--- config.mk ---
export PLATFORM = sky130hd
export DESIGN_NAME = l1_l2_sched
export DESIGN_NICKNAME = d
export VERILOG_FILES = /design/src/rtl/l1_l2_sched.sv
export SDC_FILE = /design/constraint.sdc
export NUM_CORES = 1
export LEC_CHECK = 0
export ABC_AREA = 1
export BUFFER_PORTS_ARGS = -buffer_cell sky130_fd_sc_hd__buf_2
export CORE_AREA = 2 2 327 329
export DETAILED_ROUTE_END_ITERATION = 12
export DIE_AREA = 0 0 329 331
export GPL_ROUTABILITY_DRIVEN = 1
export PLACE_DENSITY = 0.3
export SLEW_MARGIN = 20
export SYNTH_ARGS = -nofsm -noshare
export SYNTH_HDL_FRONTEND = slang
export SYNTH_SLANG_ARGS = --single-unit
--- constraint.sdc ---
create_clock -name clk -period 1.85 [get_ports clk]
set_input_delay 0.37 -clock clk [delete_from_list [all_inputs] [get_ports clk]]
set_output_delay 0.37 -clock clk [all_outputs]
set_load 0.01 [all_outputs]
--- src/rtl/l1_l2_sched.sv ---
// l1_l2_sched: shares the single L2 port between the L1 I-cache and D-cache.
// Default policy is D-priority with an I-starvation bound; define SCHED_RR_EN for round-robin.
module l1_l2_sched #(
   parameter  int unsigned MAX_D_STREAK = 4,
   localparam int unsigned ADDR_W       = 16,
   localparam int unsigned LINE_W       = 128
) (
   input  logic              clk,
   input  logic              rst,

   input  logic              i_read,
   input  logic              i_write,
   input  logic [ADDR_W-1:0] i_address,
   input  logic [LINE_W-1:0] i_wdata,
   output logic [LINE_W-1:0] i_rdata,
   output logic              i_resp,

   input  logic              d_read,
   input  logic              d_write,
   input  logic [ADDR_W-1:0] d_address,
   input  logic [LINE_W-1:0] d_wdata,
   output logic [LINE_W-1:0] d_rdata,
   output logic              d_resp,

   output logic              l2_read,
   output logic              l2_write,
   output logic [ADDR_W-1:0] l2_address,
   output logic [LINE_W-1:0] l2_wdata,
   output logic [1:0]        l2_byte_enable,
   input  logic [LINE_W-1:0] l2_rdata,
   input  logic              l2_resp
);

   localparam int unsigned STREAK_W = 3;

   typedef enum logic [1:0] {
      IDLE    = 2'd0,
      SERVE_I = 2'd1,
      SERVE_D = 2'd2
   } state_t;

   state_t state;
   state_t state_next;
   logic   i_req;
   logic   d_req;
   logic   grant_i;
   logic   grant_d;

   assign i_req = i_read | i_write;
   assign d_req = d_read | d_write;

`ifdef SCHED_RR_EN
   // Names the side granted most recently; contention goes to the other one.
   logic last_d;

   always_ff @(posedge clk) begin
      if (rst)          last_d <= 1'b1;
      else if (grant_i) last_d <= 1'b0;
      else if (grant_d) last_d <= 1'b1;
   end
`else
   // Counts D grants made while I was waiting; reaching the bound hands the next contention to I.
   logic [STREAK_W-1:0] streak;

   always_ff @(posedge clk) begin
      if (rst)          streak <= '0;
      else if (grant_i) streak <= '0;
      else if (grant_d) streak <= i_req ? streak + STREAK_W'(1) : '0;
   end
`endif

   // State register
   always_ff @(posedge clk) begin
      if (rst) state <= IDLE;
      else     state <= state_next;
   end

   // Next state and grant decision
   always_comb begin
      state_next = state;
      grant_i    = 1'b0;
      grant_d    = 1'b0;
      unique case (state)
         IDLE: begin
            if (i_req && d_req) begin
`ifdef SCHED_RR_EN
               if (last_d) grant_i = 1'b1;
               else        grant_d = 1'b1;
`else
               if (streak == STREAK_W'(MAX_D_STREAK)) grant_i = 1'b1;
               else                                    grant_d = 1'b1;
`endif
            end else if (i_req) begin
               grant_i = 1'b1;
            end else if (d_req) begin
               grant_d = 1'b1;
            end
            if (grant_i)      state_next = SERVE_I;
            else if (grant_d) state_next = SERVE_D;
         end
         SERVE_I, SERVE_D: begin
            if (l2_resp) state_next = IDLE;
         end
         default: state_next = IDLE;
      endcase
   end

   // Downstream request mirrors the winner's live inputs; write wins over read
   always_comb begin
      l2_read        = 1'b0;
      l2_write       = 1'b0;
      l2_address     = '0;
      l2_wdata       = '0;
      l2_byte_enable = 2'b00;
      i_resp         = 1'b0;
      d_resp         = 1'b0;
      unique case (state)
         SERVE_I: begin
            l2_write   = i_write;
            l2_read    = i_read & ~i_write;
            l2_address = i_address;
            l2_wdata   = i_wdata;
            i_resp     = l2_resp & ~rst;
         end
         SERVE_D: begin
            l2_write   = d_write;
            l2_read    = d_read & ~d_write;
            l2_address = d_address;
            l2_wdata   = d_wdata;
            d_resp     = l2_resp & ~rst;
         end
         default: ;
      endcase
      if (l2_read || l2_write) l2_byte_enable = 2'b11;
   end

   assign i_rdata = l2_rdata;
   assign d_rdata = l2_rdata;

endmodule

==> out/results.md <==
### Status
* run status: finished with violations
* violated checks: negative setup slack

### Synth
* number of distinct library cells after synthesis: 22
* area fraction in compound gates after synthesis: 0.170
* adder-cell share of the synthesized area: 0.0193
* synthesized area: 4530 um2
* dominant combinational cell family by area after synthesis: buffers and inverters
* number of flip-flops and latches in the synthesized netlist: 5
* fraction of synthesized cell area in xor and xnor cells: 0
* number of warnings printed during yosys synthesis: 0
* gate count of the mapped netlist: 814
* Net Count, Synth: 1244
* average cell area after synthesis: 5.57 um2
* post-synthesis mux area share: 0
* part of the Yosys area used for sequential elements: 0.0221
* simple-gate share of the synthesized area: 0.277

### Floorplan
* number of core rows: 119
* overall die width: 329 um
* Core ar.: 105000 um2
* count of boundary I/O pins: 829
* initial core utilization: 0.0432
* die area: 109000 um2
* Die Ht: 331 um

### Pwr
* Internal Power: 4.10 mW
* Clk pwr share: 0.040
* power per standard cell area: 831 nW/um2
* P_leak: 4.30 nW
* VDD IR-drop max: 0.423 mV
* switching power total: 4.63 mW
* sequential fraction of design power: 0.017
* Overall Power: 8.73 mW
* logic gate share of total power: 0.943
* sw frac: 0.530

### Detailed routing
* number of remaining DRC errors: 0
* met1 wire length: 21.9 mm
* sum of met3 wire segment lengths after detailed routing: 6.60 mm
* count of nets left with antenna violations after detail routing: 0
* routed length on met2: 25.6 mm
* average wire length per cell after detail routing: 22.7 um
* via-per-instance ratio: 2.58
* top routing layer in use: met5
* First-pass DRT Iterations: 4
* total number of vias: 6362
* Iteration-0 DRC Markers: 201
* drt total wl: 56.0 mm

### Placement
* total of buffers placed on input and output ports: 444
* global placer's final weighted congestion: 0.728
* Placed Instance Area: 6960 um2
* worst-case setup slack after placement: -0.477 ns
* Detail Placement HPWL: 44.4 mm

### Cells and area
* share of cells above drive strength 1: 0.784
* FF/Latch Area: 103 um2
* number of nets in the final layout: 1507
* utilization after layout: 0.100
* number of fill cells: 12300
* antenna diode count: 0
* cell area after layout: 10500 um2
* most common cell after layout, fill and taps aside: sky130_fd_sc_hd__buf_2
* highest-count cells in the layout ignoring fill and taps: sky130_fd_sc_hd__buf_2, sky130_fd_sc_hd__nand2_1, sky130_fd_sc_hd__buf_6
* layout overhead on the synthesized area: 132%
* area of the multi-input gates: 3790 um2

### Timing
* Worst Setup Slack, final: -0.328 ns
* minimum period implied by the final worst setup slack: 2.18 ns
* maximum clock skew at final layout: 0.00219 ns
* Final Max Tran Viols: 0
* slew at the pin closest to its max-slew limit: 0.281 ns
* RSZ-0062 raised after global routing: yes
* headroom to the max-slew limit: 0.813
* Final Hold Fails: 0
* final period utilization: 1.18
* max frequency: 459 MHz
* number of endpoints failing setup at the final stage: 148
* Hold WS: 0.496 ns

### GRT
* wire length of the first global-routing pass: 67.3 mm
* via count of the first global-routing pass: 6540
* final global-route overflow total: 0
* antenna violations before repair: 20
* GRT Util Overall: 0.0947
* largest net degree at the start of global routing: 20

### Clock tree
* TritonCTS sink count: 5
* Post-CTS Hold Fix Bufs: 0
* number of buffers added by the clock tree synthesis step: 3
* Root Driver: sky130_fd_sc_hd__clkbuf_16
* TritonCTS clock tree: done
* number of levels in the clock H-tree: 1
* insertion delay of the later-clocked pin in the worst-skew pair: 0.22 ns
* clock-pin transition on the worst setup and hold timing paths: 0.03 ns
* maximum count of clock buffers along a single path: 2

### Critical path
* endpoint of the most critical register-to-register path: state[1]
* launch point of the worst reg-to-reg path: streak[0]
* kind of end point of the critical path: primary output
* flop-to-flop setup slack: 0.56 ns
* critical path class: flip-flop to primary output
* number of cell instances on the worst register-to-register path: 7
* data required time at the worst endpoint: 1.48 ns
* Arrival @ worst endpoint: 1.81 ns
* critical path startpoint category: flip-flop
* Crit Path Max Fanout: 8

### Hold path
* hold-critical path endpoint: streak[0]
* worst min-delay path category: flip-flop to flip-flop
* Hold Crit Start: streak[0]
* hold-critical path depth: 2

### Flow run
* max-capacitance violation count: 0

==> how the worst max path moves through the flow <==
stage | cells after the start | endpoint | startpoint | slack [ns]
6_report | 9 | l2_wdata[62] | state[0] | -0.33
5_1_grt | 10 | l2_wdata[10] | state[0] | -0.40
4_1_cts | 10 | l2_wdata[17] | state[0] | -0.35
3_5_place_dp | 8 | l2_wdata[34] | state[0] | -0.48
3_3_place_gp | 8 | l2_wdata[34] | state[0] | -0.48
2_1_floorplan | 7 | l2_byte_enable[1] | state[0] | 0.02
==> layout make-up <==
cell class / count / area share
Timing Repair Buffer: 563 / 0.448
Multi-Input combinational cell: 486 / 0.361
Tap cell: 1391 / 0.166
Sequential cell: 5 / 0.00977
Inverter: 18 / 0.00834
Clock buffer: 4 / 0.00750
==> sequential cells by signal (all words and copies together) (netlist names) <==
signal / count
state: 2
streak: 3
==> timing repair <==
action	4_1_cts	5_1_grt
gates cloned	20	7
pin swaps	66	84
setup buffers	21	6
resized for setup	450	220
setup endpoints to repair	150	150
==> worst max-delay path, stage by stage, from the launching register on <==
cell,delay (ns)
sky130_fd_sc_hd__dfxtp_2,0.32
sky130_fd_sc_hd__inv_4,0.07
sky130_fd_sc_hd__buf_6,0.10
sky130_fd_sc_hd__ha_4,0.15
sky130_fd_sc_hd__buf_12,0.14
sky130_fd_sc_hd__buf_16,0.17
sky130_fd_sc_hd__buf_8,0.13
sky130_fd_sc_hd__nand2_4,0.04
sky130_fd_sc_hd__a21oi_4,0.25
sky130_fd_sc_hd__buf_6,0.15
==> power groups by stage <==
stage,Sequential (mW),Combinational [mW],Clock (mW)
3_3_place_gp,0.139,4.50,0
2_1_floorplan,0.138,2.41,0
4_1_cts,0.145,7.63,0.355
3_5_place_dp,0.138,4.48,0
5_1_grt,0.148,8.74,0.369
6_report,0.145,8.24,0.349
==> cell usage after synthesis <==
library cell,n,share of area
sky130_fd_sc_hd__a21oi_1,144,0.16
sky130_fd_sc_hd__a21oi_2,5,0.0097
sky130_fd_sc_hd__and3_1,1,0.0014
sky130_fd_sc_hd__buf_1,1,0.00083
sky130_fd_sc_hd__buf_12,1,0.0044
sky130_fd_sc_hd__buf_2,29,0.032
sky130_fd_sc_hd__buf_4,266,0.44
sky130_fd_sc_hd__buf_6,6,0.015
sky130_fd_sc_hd__buf_8,1,0.0033
sky130_fd_sc_hd__clkbuf_1,1,0.00083
sky130_fd_sc_hd__dfxtp_1,5,0.022
sky130_fd_sc_hd__ha_1,7,0.019
sky130_fd_sc_hd__inv_1,17,0.014
sky130_fd_sc_hd__inv_2,1,0.00083
sky130_fd_sc_hd__nand2_1,309,0.26
sky130_fd_sc_hd__nand3_1,4,0.0044
sky130_fd_sc_hd__nand4_1,2,0.0028
sky130_fd_sc_hd__nor2_1,10,0.0083
sky130_fd_sc_hd__nor2_2,1,0.0014
sky130_fd_sc_hd__nor3_1,1,0.0011
sky130_fd_sc_hd__o21ai_1,1,0.0011
sky130_fd_sc_hd__or2_1,1,0.0014
==> cells by family after synthesis <==
group	Yosys count
adders and majority gates	7
buffers and inverters	323
DFF	5
AOI/OAI and AO/OA	150
and+or+nand+nor	329
==> per-layer routing <==
layer  vias up  track usage
met1      2829        0.110
met4        16       0.0237
li1       2829            -
met2       571        0.154
met5         -            0
met3       117       0.0467
==> stage by stage <==
| step | instances | TNS [ns] |
|---|---|---|
| 5_1_grt | 2467 | -46.90 |
| 3_5_place_dp | 2417 | -19.20 |
| 3_3_place_gp | 2417 | -19.18 |
| 2_1_floorplan | 814 | 0 |
| 6_report | 2467 | -35.52 |
| 4_1_cts | 2458 | -39.81 |
Power figures use the tool's default switching activity.
